`config.mk`:
```
export PLATFORM = sky130hd
export DESIGN_NAME = conv_channel_sequencer_flat
export DESIGN_NICKNAME = d
export VERILOG_FILES = /design/src/rtl/conv_channel_sequencer_if.sv /design/src/rtl/conv_channel_sequencer.sv /design/src/flat_wrapper.sv
export SDC_FILE = /design/constraint.sdc
export NUM_CORES = 1
export LEC_CHECK = 0
export ABC_AREA = 0
export CAP_MARGIN = 5
export CORE_AREA = 4 4 230 232
export CTS_CLUSTER_DIAMETER = 200
export CTS_CLUSTER_SIZE = 28
export DETAILED_ROUTE_END_ITERATION = 10
export DIE_AREA = 0 0 234 236
export PLACE_DENSITY = 0.66
export SLEW_MARGIN = 20
export SYNTH_ARGS = -nofsm -noshare
export SYNTH_HDL_FRONTEND = slang
export SYNTH_SLANG_ARGS = --single-unit
export TNS_END_PERCENT = 50
```
`constraint.sdc`:
```
create_clock -name clk -period 5.1 [get_ports clk]
set_input_delay 1.02 -clock clk [delete_from_list [all_inputs] [get_ports clk]]
set_output_delay 1.02 -clock clk [all_outputs]
set_load 0.02 [all_outputs]
```
`src/rtl/conv_channel_sequencer_if.sv`:
```
// Bus bundle between the channel sequencer and its surroundings: the
// weight/bias buffer, the activation buffer, the convolver instance and the
// output feature-map buffer.
//   master : sequencer side (drives strobes, addresses, convolver controls)
//   slave  : environment side (drives read data, convolver results, out_ready)
interface conv_channel_sequencer_if #(
  parameter int K      = 32,
  parameter int ACT_AW = 12,
  parameter int OUT_AW = 12
);
  logic              wb_rd_en;
  logic [8*K-1:0]    weight_in;
  logic [7:0]        bias_in;
  logic [8*K-1:0]    conv_weight;
  logic [7:0]        conv_bias;
  logic              conv_rst;
  logic              conv_ce;
  logic [7:0]        conv_act;
  logic              act_rd_en;
  logic [ACT_AW-1:0] act_rd_addr;
  logic [7:0]        act_rd_data;
  logic              conv_valid;
  logic [7:0]        conv_data;
  logic              out_ready;
  logic              out_wr_en;
  logic [OUT_AW-1:0] out_wr_addr;
  logic [7:0]        out_wr_data;

  modport master (
    output wb_rd_en, conv_weight, conv_bias, conv_rst, conv_ce, conv_act,
           act_rd_en, act_rd_addr, out_wr_en, out_wr_addr, out_wr_data,
    input  weight_in, bias_in, act_rd_data, conv_valid, conv_data, out_ready
  );

  modport slave (
    input  wb_rd_en, conv_weight, conv_bias, conv_rst, conv_ce, conv_act,
           act_rd_en, act_rd_addr, out_wr_en, out_wr_addr, out_wr_data,
    output weight_in, bias_in, act_rd_data, conv_valid, conv_data, out_ready
  );
endinterface

```
`src/rtl/conv_channel_sequencer.sv`:
```
// Drives one convolver across N_CH output channels. Per channel: fetch
// weights/bias, clear the MAC chain, stream IN_LEN activation bytes with
// clock-enable gating, then drain until OUT_LEN outputs have been written to
// the output buffer at ch_idx*OUT_LEN + n.
// Ports:
//   clk, global_rst (sync, active high), start (accepted only in IDLE)
//   busy (not IDLE), done (1-cycle pulse after last channel),
//   err (sticky drain timeout, cleared by accepted start), ch_idx
//   bus : conv_channel_sequencer_if.master (buffers + convolver signals)
module conv_channel_sequencer #(
  parameter int K         = 32,
  parameter int STEP      = 8,
  parameter int OUT_LEN   = 61,
  parameter int N_CH      = 42,
  parameter int IN_LEN    = K + (OUT_LEN - 1) * STEP,
  parameter int ACT_AW    = 12,
  parameter int OUT_AW    = 12,
  parameter int CH_W      = 6,
  parameter int DRAIN_MAX = 64
) (
  input  logic            clk,
  input  logic            global_rst,
  input  logic            start,
  output logic            busy,
  output logic            done,
  output logic            err,
  output logic [CH_W-1:0] ch_idx,
  conv_channel_sequencer_if.master bus
);

  localparam int IC_W = $clog2(IN_LEN + 1);
  localparam int OC_W = $clog2(OUT_LEN + 1);
  localparam int DC_W = $clog2(DRAIN_MAX + 1);

  localparam logic [IC_W-1:0] IN_LEN_C   = IC_W'(IN_LEN);
  localparam logic [OC_W-1:0] OUT_LEN_C  = OC_W'(OUT_LEN);
  localparam logic [OC_W-1:0] OUT_LAST   = OC_W'(OUT_LEN - 1);
  localparam logic [DC_W-1:0] DRAIN_LAST = DC_W'(DRAIN_MAX - 1);
  localparam logic [CH_W-1:0] CH_LAST    = CH_W'(N_CH - 1);

  typedef enum logic [2:0] {
    S_IDLE, S_WB_REQ, S_WB_LAT, S_CLR, S_RUN, S_DRAIN, S_NEXT
  } state_t;

  state_t state, state_n;

  logic [IC_W-1:0] issued_cnt;
  logic [OC_W-1:0] out_cnt;
  logic [DC_W-1:0] drain_cnt;
  logic            rd_pend;   // read issued last cycle, data on act_rd_data now
  logic [7:0]      act_q;
  logic            act_q_v;
  logic [7:0]      sk_q;      // catches a returning byte when act_q is stalled
  logic            sk_v;
  logic            act_free;
  logic            err_set;

  always_comb begin
    state_n         = state;
    busy            = (state != S_IDLE);
    done            = 1'b0;
    err_set         = 1'b0;
    act_free        = 1'b0;
    bus.wb_rd_en    = 1'b0;
    bus.conv_rst    = 1'b0;
    bus.conv_ce     = 1'b0;
    bus.conv_act    = '0;
    bus.act_rd_en   = 1'b0;
    bus.act_rd_addr = '0;
    bus.out_wr_en   = 1'b0;
    bus.out_wr_addr = '0;
    bus.out_wr_data = '0;

    if (state == S_RUN)   bus.conv_ce = act_q_v & bus.out_ready;
    if (state == S_DRAIN) bus.conv_ce = bus.out_ready;

    if ((state == S_RUN || state == S_DRAIN) && bus.conv_valid && bus.conv_ce &&
        out_cnt < OUT_LEN_C) begin
      bus.out_wr_en   = 1'b1;
      bus.out_wr_addr = OUT_AW'(ch_idx) * OUT_AW'(OUT_LEN) + OUT_AW'(out_cnt);
      bus.out_wr_data = bus.conv_data;
    end

    unique case (state)
      S_IDLE:   if (start) state_n = S_WB_REQ;
      S_WB_REQ: begin
        bus.wb_rd_en = 1'b1;
        state_n      = S_WB_LAT;
      end
      S_WB_LAT: state_n = S_CLR;
      S_CLR: begin
        bus.conv_rst = 1'b1;
        state_n      = S_RUN;
      end
      S_RUN: begin
        bus.conv_act = act_q;
        act_free     = !act_q_v || bus.conv_ce;
        // A read is only launched when its returning byte is guaranteed a
        // slot (act_q or the skid), so back-pressure never drops a byte.
        bus.act_rd_en   = bus.out_ready && (issued_cnt < IN_LEN_C) && act_free && !sk_v;
        bus.act_rd_addr = ACT_AW'(issued_cnt);
        if (issued_cnt == IN_LEN_C && !rd_pend && !sk_v && act_free)
          state_n = S_DRAIN;
      end
      S_DRAIN: begin
        if (out_cnt == OUT_LEN_C || (bus.out_wr_en && out_cnt == OUT_LAST)) begin
          state_n = S_NEXT;
        end else if (bus.conv_ce && drain_cnt == DRAIN_LAST) begin
          err_set = 1'b1;
          state_n = S_NEXT;
        end
      end
      S_NEXT: begin
        if (ch_idx == CH_LAST) begin
          done    = 1'b1;
          state_n = S_IDLE;
        end else begin
          state_n = S_WB_REQ;
        end
      end
      default: state_n = S_IDLE;
    endcase
  end

  always_ff @(posedge clk) begin
    if (global_rst) begin
      state           <= S_IDLE;
      ch_idx          <= '0;
      err             <= 1'b0;
      bus.conv_weight <= '0;
      bus.conv_bias   <= '0;
      issued_cnt      <= '0;
      out_cnt         <= '0;
      drain_cnt       <= '0;
      rd_pend         <= 1'b0;
      act_q           <= '0;
      act_q_v         <= 1'b0;
      sk_q            <= '0;
      sk_v            <= 1'b0;
    end else begin
      state   <= state_n;
      rd_pend <= bus.act_rd_en;

      unique case (state)
        S_IDLE: if (start) begin
          ch_idx <= '0;
          err    <= 1'b0;
        end
        S_WB_LAT: begin
          bus.conv_weight <= bus.weight_in;
          bus.conv_bias   <= bus.bias_in;
        end
        S_CLR: begin
          issued_cnt <= '0;
          out_cnt    <= '0;
          drain_cnt  <= '0;
          act_q_v    <= 1'b0;
          sk_v       <= 1'b0;
        end
        S_RUN: begin
          if (act_free) begin
            if (sk_v) begin
              act_q   <= sk_q;
              act_q_v <= 1'b1;
              sk_v    <= 1'b0;
            end else if (rd_pend) begin
              act_q   <= bus.act_rd_data;
              act_q_v <= 1'b1;
            end else begin
              act_q_v <= 1'b0;
            end
          end else if (rd_pend) begin
            sk_q <= bus.act_rd_data;
            sk_v <= 1'b1;
          end
        end
        S_NEXT: if (ch_idx != CH_LAST) ch_idx <= ch_idx + 1'b1;
        default: ;
      endcase

      if (err_set)                           err        <= 1'b1;
      if (bus.act_rd_en)                     issued_cnt <= issued_cnt + 1'b1;
      if (bus.out_wr_en)                     out_cnt    <= out_cnt + 1'b1;
      if (state == S_DRAIN && bus.conv_ce)   drain_cnt  <= drain_cnt + 1'b1;
    end
  end

endmodule

```
`src/flat_wrapper.sv`:
```
// flat-port wrapper written by rule: the top's interface ports become plain ports
module conv_channel_sequencer_flat 
#(
  parameter int K         = 32,
  parameter int STEP      = 8,
  parameter int OUT_LEN   = 61,
  parameter int N_CH      = 42,
  parameter int IN_LEN    = K + (OUT_LEN - 1) * STEP,
  parameter int ACT_AW    = 12,
  parameter int OUT_AW    = 12,
  parameter int CH_W      = 6,
  parameter int DRAIN_MAX = 64
)
  (clk, global_rst, start, busy, done, err, ch_idx, bus_wb_rd_en, bus_conv_weight, bus_conv_bias, bus_conv_rst, bus_conv_ce, bus_conv_act, bus_act_rd_en, bus_act_rd_addr, bus_out_wr_en, bus_out_wr_addr, bus_out_wr_data, bus_weight_in, bus_bias_in, bus_act_rd_data, bus_conv_valid, bus_conv_data, bus_out_ready);
  conv_channel_sequencer_if #(.K(K), .ACT_AW(ACT_AW), .OUT_AW(OUT_AW)) bus_i ();
  input  logic clk;
  input  logic global_rst;
  input  logic start;
  output logic busy;
  output logic done;
  output logic err;
  output logic [CH_W-1:0] ch_idx;
  output wire logic [$bits(bus_i.wb_rd_en)-1:0] bus_wb_rd_en;
  output wire logic [$bits(bus_i.conv_weight)-1:0] bus_conv_weight;
  output wire logic [$bits(bus_i.conv_bias)-1:0] bus_conv_bias;
  output wire logic [$bits(bus_i.conv_rst)-1:0] bus_conv_rst;
  output wire logic [$bits(bus_i.conv_ce)-1:0] bus_conv_ce;
  output wire logic [$bits(bus_i.conv_act)-1:0] bus_conv_act;
  output wire logic [$bits(bus_i.act_rd_en)-1:0] bus_act_rd_en;
  output wire logic [$bits(bus_i.act_rd_addr)-1:0] bus_act_rd_addr;
  output wire logic [$bits(bus_i.out_wr_en)-1:0] bus_out_wr_en;
  output wire logic [$bits(bus_i.out_wr_addr)-1:0] bus_out_wr_addr;
  output wire logic [$bits(bus_i.out_wr_data)-1:0] bus_out_wr_data;
  input wire logic [$bits(bus_i.weight_in)-1:0] bus_weight_in;
  input wire logic [$bits(bus_i.bias_in)-1:0] bus_bias_in;
  input wire logic [$bits(bus_i.act_rd_data)-1:0] bus_act_rd_data;
  input wire logic [$bits(bus_i.conv_valid)-1:0] bus_conv_valid;
  input wire logic [$bits(bus_i.conv_data)-1:0] bus_conv_data;
  input wire logic [$bits(bus_i.out_ready)-1:0] bus_out_ready;
  assign bus_wb_rd_en = bus_i.wb_rd_en;
  assign bus_conv_weight = bus_i.conv_weight;
  assign bus_conv_bias = bus_i.conv_bias;
  assign bus_conv_rst = bus_i.conv_rst;
  assign bus_conv_ce = bus_i.conv_ce;
  assign bus_conv_act = bus_i.conv_act;
  assign bus_act_rd_en = bus_i.act_rd_en;
  assign bus_act_rd_addr = bus_i.act_rd_addr;
  assign bus_out_wr_en = bus_i.out_wr_en;
  assign bus_out_wr_addr = bus_i.out_wr_addr;
  assign bus_out_wr_data = bus_i.out_wr_data;
  assign bus_i.weight_in = bus_weight_in;
  assign bus_i.bias_in = bus_bias_in;
  assign bus_i.act_rd_data = bus_act_rd_data;
  assign bus_i.conv_valid = bus_conv_valid;
  assign bus_i.conv_data = bus_conv_data;
  assign bus_i.out_ready = bus_out_ready;
  conv_channel_sequencer #(.K(K), .STEP(STEP), .OUT_LEN(OUT_LEN), .N_CH(N_CH), .IN_LEN(IN_LEN), .ACT_AW(ACT_AW), .OUT_AW(OUT_AW), .CH_W(CH_W), .DRAIN_MAX(DRAIN_MAX)) u_core (.clk(clk), .global_rst(global_rst), .start(start), .busy(busy), .done(done), .err(err), .ch_idx(ch_idx), .bus(bus_i));
endmodule
```
# Yosys cells after proc, flatten, opt, wreduce, memory -nomap -nowiden
# Cells that the tools add are included.
# classes
mux	43
shifts	0
order_cmp	2
reduce_logical	35
div_mod_pow	0
n_mul	1
n_bitwise	2
n_eq_ne	18
addsub	5
# op_table
cell	n
$mux 8	4
$mux 10	3
$mux 6	4
$mux 1	21
$pmux 3 s7	1
$eq 6x6->1 const B	3
$reduce_bool 2->1	8
$mux 7	2
$add 12x6->12	1
$add 6x1->6 const B	2
$logic_and 1x1->1	12
$mul 6x6->12 const B	1
$mux 12	1
$mux 3	4
$pmux 6 s2	1
$reduce_and 3->1	4
$add 10x1->10 const B	1
$eq 10x10->1 const B	1
$lt 10x10->1 const B	1
$eq 3x3->1 const B	3
$add 7x1->7 const B	1
$eq 7x6->1 const B	1
$eq 3x2->1 const B	2
$lt 6x6->1 const B	1
14 further kinds	23
# word_totals
reg_bits	316
romBits	0
output_inout_bits	318
ramBits	0
latch_bits	0
memories	0

# Longest topological paths before layout
# logic_depth
depth_word	12
depth_mapped	14
ltp_nobuf	14

# Least setup slack after synthesis
# Ideal clock, no wire load.
# synth_timing
kind	flip-flop to output port
from	register u_core.ch_idx[0]
to	output port bus_out_wr_addr[11]
arrival_time_ps	3983
n_path_buf	0
path_slack_ps	97
path_stages_with_launch	14
t_required_ps	4080
cell_sequence	dfxtp_1 -> fa_1 -> xor2_1 -> ha_1 -> inv_1 -> fa_1 -> fa_1 -> inv_1 -> ha_1 -> o211ai_1 -> a21o_1 -> a21oi_1 -> nor3_1 -> nor3b_1
# synth_via
elab_chain_len	3
# synth_rtl
item	line	rtl
from (decl)	conv_channel_sequencer.sv:27	output logic [CH_W-1:0] ch_idx,
from (signal assigned)	conv_channel_sequencer.sv:177	S_NEXT: if (ch_idx != CH_LAST) ch_idx <= ch_idx + 1'b1;
$mul 6x6->12	conv_channel_sequencer.sv:80	bus.out_wr_addr = OUT_AW'(ch_idx) * OUT_AW'(OUT_LEN) + OUT_AW'(out_cnt);
$add 12x6->12	conv_channel_sequencer.sv:80	
$mux 12	conv_channel_sequencer.sv:77	if ((state == S_RUN || state == S_DRAIN) && bus.conv_valid && bus.conv_ce &&
to (decl)	flat_wrapper.sv:32	output wire logic [$bits(bus_i.out_wr_addr)-1:0] bus_out_wr_addr;
# Every way passes these cells.

# Worst setup path after layout
# Ends and elaborated chain as after synthesis.

==> results.txt <==
----------------------------------------------------
[Drt]
  Routed len/inst ... 16.0 µm
  First-iteration detailed-routing DRC count ... 711
  DR DRC count ... 0
  Wire length after detailed routing ... 45100 µm
  Count of TritonRoute iterations in the first routing pass ... 5
  Number of nets with antenna violations after detailed routing ... 0
  Via total after detailed routing ... 12800
  Vias per cell ... 4.51

[CTS]
  Clock latency at the later pin of the worst-skew pair ... 540 ps
  Deepest level of the CTS H-tree ... 1
  CTS tree ... built
  Number of sinks driven by the clock tree ... 316
  Number of buffers inserted by hold repair at cts ... 0
  Clk Tree Root Cell ... clkbuf_16
  Clock-pin slew reported for the worst setup and hold paths after clock tree synthesis ... 110 ps
  Num CTS Buffers ... 15
  Clock buffer depth ... 3

[GRT]
  Wire length of the first global-routing pass ... 66800 µm
  Number of antenna violations at the first check in global routing ... 0
  Total GRT Usage ... 0.149
  Pin count of the biggest net entering global routing ... 186
  Overflow after GRT ... 0
  Vias in the first global route ... 12100

[Setup path]
  Type of the setup path with the least slack ... flip-flop to output pin
  R2r endpoint ... u_core.out_cnt[4]
  Family with the most delay on the worst path ... adder cells
  Count of cell instances traversed by the critical path ... 15
  Critical-path cell list ... fa_1 -> xor2_1 -> ha_1 -> inv_2 -> fa_1 -> fa_1 -> inv_2 -> ha_4 -> o211ai_1 -> a21o_1 -> buf_6 -> a21oi_4 -> o21ai_1 -> nor3b_2 -> buf_4
  Crit path buf inv count ... 4
  Startpoint type of the worst setup path ... flip-flop
  Endpoint kind of the worst setup timing path ... output pin
  R2R depth ... 6
  Maximum fanout along the worst path ... 3
  Slack of the worst reg-to-reg path ... 2570 ps
  CP dominant cell by count ... fa_1
  Crit path largest cell delay ... 570 ps
  Worst path arrival time ... 4180 ps
  Origin of the worst setup path ... u_core.ch_idx[0]
  Critical path data required time ... 4080 ps
  Startpoint of the most critical register-to-register path ... u_core.state[0]
  End of the critical path ... bus_out_wr_addr[11]
  Crit path max-delay cell type ... fa_1

[Final layout]
  Design Area, Final ... 20100 µm²
  Total Nets Final ... 2496
  Footprint of the multi-input gates ... 6070 µm²
  Fraction of final layout cells with drive strength greater than 1 ... 0.0363
  Most used cells in the layout excluding fill and tap cells ... clkdlybuf4s50_1, nand2_1, dfxtp_1
  Layout overhead on the synthesized area ... 56.4%
  Flip-flop and latch area ... 6340 µm²
  Most common cell after layout, fill and taps aside ... clkdlybuf4s50_1
  Fillers ... 5140

[Yosys]
  Count of unique library cells instantiated by Yosys ... 47
  Number of synthesized register bits ... 316
  Sequential share of the synthesized area ... 0.493
  Async set or reset register ratio after synthesis ... 0
  Number of cells produced by synthesis ... 1613
  Number of flops mapped to enable cells by yosys ... 0
  Top_reg_cell synth ... dfxtp_1
  Post-Synthesis Cell Area ... 12800 µm²
  Count of warnings emitted by yosys ... 0
  Syn Area/Cell ... 7.95 µm²

[Placed design]
  Global placer's final weighted congestion ... 0.856
  Number of buffer cells added on primary ports ... 600
  Detailed Place HPWL ... 33300 µm
  Cell area after placement ... 19500 µm²

[Timing]
  Worst slew margin relative to its limit ... 0.344
  Unrepaired setup endpoints after global routing ... yes
  Hold Violations, Final ... 0
  Number of max-slew violations in the final report ... 0
  Tcrit/Tclk final ... 1.02
  Final hold slack ... 458 ps
  Max Clock Skew ... 33.0 ps
  Transition at the pin with the smallest max-transition slack ... 979 ps
  Count of endpoints failing setup in the final report ... 3
  PnR worst setup slack ... -95.3 ps
  Minimum clock period ... 5200 ps
  Highest clock rate ... 192 MHz

[Flow run]
  Count of max-cap constraint violations ... 0

[Power and ir drop]
  Worst IR drop on VDD ... 0.197 mV
  Power per Cell Area ... 248 nW/µm²
  Total power ... 4.98 mW
  Static Leakage ... 7.11 nW

[Die]
  Area of the die ... 55200 µm²
  Std-Cell Rows ... 83
  Core Region ... 51000 µm²
  Die extent in y ... 236 µm
  # IOs ... 603
  Initial Util ... 0.252
  Die Span X ... 234 µm

[Status]
  Failing checks ... setup timing
  Status ... finished, violations left

[Hold path]
  Worst Hold Class ... flip-flop to flip-flop

----------------------------------------------------
==> power breakdown <==
part	internal (mW)	switching, mW
Combinational	0.482	0.497
Clock	0.546	0.825
Sequential	2.57	0.0606
==> how the worst min path moves through the flow <==
stage                           startpoint                     endpoint  depth (start not counted)
4_1_cts        u_core.bus.conv_weight[242]  u_core.bus.conv_weight[242]                          2
3_3_place_gp   u_core.bus.conv_weight[167]  u_core.bus.conv_weight[167]                          2
3_5_place_dp    u_core.bus.conv_weight[54]   u_core.bus.conv_weight[54]                          2
6_report       u_core.bus.conv_weight[242]  u_core.bus.conv_weight[242]                          2
2_1_floorplan          u_core.drain_cnt[3]          u_core.drain_cnt[3]                          1
5_1_grt        u_core.bus.conv_weight[167]  u_core.bus.conv_weight[167]                          2
==> synthesized netlist by cell type, drive strengths merged, types with 3 or more instances <==
| cell type | instances | area, µm² |
|---|---|---|
| nor2b | 4 | 25.0 |
| a31oi | 4 | 25.0 |
| nor3b | 5 | 37.5 |
| nand4 | 3 | 18.8 |
| or3 | 3 | 18.8 |
| xor2 | 6 | 52.6 |
| nor3 | 15 | 80.1 |
| nor2 | 64 | 240 |
| and3 | 5 | 31.3 |
| a21o | 7 | 52.6 |
| nand2b | 5 | 31.3 |
| ha | 48 | 601 |
| or4 | 3 | 22.5 |
| inv | 38 | 143 |
| xnor2 | 7 | 61.3 |
| nand2 | 552 | 2070 |
| mux2i | 18 | 180 |
| a21oi | 293 | 1470 |
| nand3b | 4 | 42.5 |
| and2 | 27 | 169 |
| nand3 | 19 | 95.1 |
| fa | 13 | 260 |
| clkbuf | 81 | 304 |
| o21ai | 8 | 40.0 |
| buf | 26 | 130 |
| a211oi | 18 | 135 |
| dfxtp | 316 | 6330 |
==> timing repair <==
| item | 4_1_cts | 5_1_grt |
|---|---|---|
| setup endpoints to repair | 8 | 7 |
| pin swaps | 17 | 12 |
| resized for setup | 48 | 15 |
| setup buffers | 4 | 0 |
==> metal layers <==
| metal | wire length [µm] | track usage | share of wire | vias to the layer above |
|---|---|---|---|---|
| met5 | 0 | 0 | 0 | - |
| met4 | 1150 | 0.0391 | 0.025 | 0 |
| met3 | 3960 | 0.0452 | 0.088 | 46 |
| met2 | 22800 | 0.269 | 0.50 | 432 |
| met1 | 17300 | 0.169 | 0.38 | 5979 |
| li1 | - | - | - | 6306 |
==> sequential cells by signal, indices dropped and copies added, names as in the netlist <==
signal / flops
u_core.drain_cnt: 7
u_core.rd_pend: 1
u_core.sk_q: 8
u_core.out_cnt: 6
u_core.state: 3
u_core.err: 1
u_core.bus.conv_weight: 256
u_core.bus.conv_bias: 8
u_core.issued_cnt: 10
u_core.sk_v: 1
u_core.act_q_v: 1
u_core.ch_idx: 6
u_core.act_q: 8
==> worst min-delay path, delay by kind of cell, from the launching register on <==
family / cells / cell delay [ps]
flip-flops: 1 / 320
AND/OR/NAND/NOR: 1 / 50
AO/OA/AOI/OAI: 1 / 50
==> per-stage QoR <==
stage / cells / util / worst slack, ps / setup TNS [ps]
after floorplan: 1614 / - / 97.3 / 0
after global placement: 2809 / 0.382 / -21.0 / -21.0
after detailed placement: 2809 / 0.382 / -79.8 / -95.0
after CTS: 2829 / 0.393 / -86.6 / -298
after global routing: 2829 / 0.393 / -233 / -902
final: 2830 / 0.393 / -95.3 / -181
==> area by class of cell <==
type                       count  share of cell area
antenna                        1            0.000125
clock buffer                  15              0.0187
clock inverter                 1            0.000998
inverter                      38             0.00711
multi-input combinational   1153               0.303
sequential                   316               0.316
tap                          680              0.0424
timing repair buffer         626               0.312
==> kinds of logic after synthesis <==
kind of cell               share of synthesized area
AOI/OAI and AO/OA                              0.142
DFF                                            0.493
and+or+nand+nor                                0.228
xor gates and xnor gates                     0.00888
adders and majority gates                     0.0671
muxes                                         0.0158
buffers and inverters                         0.0450
other                                       0.000292
(Power assumes the default switching activity.)
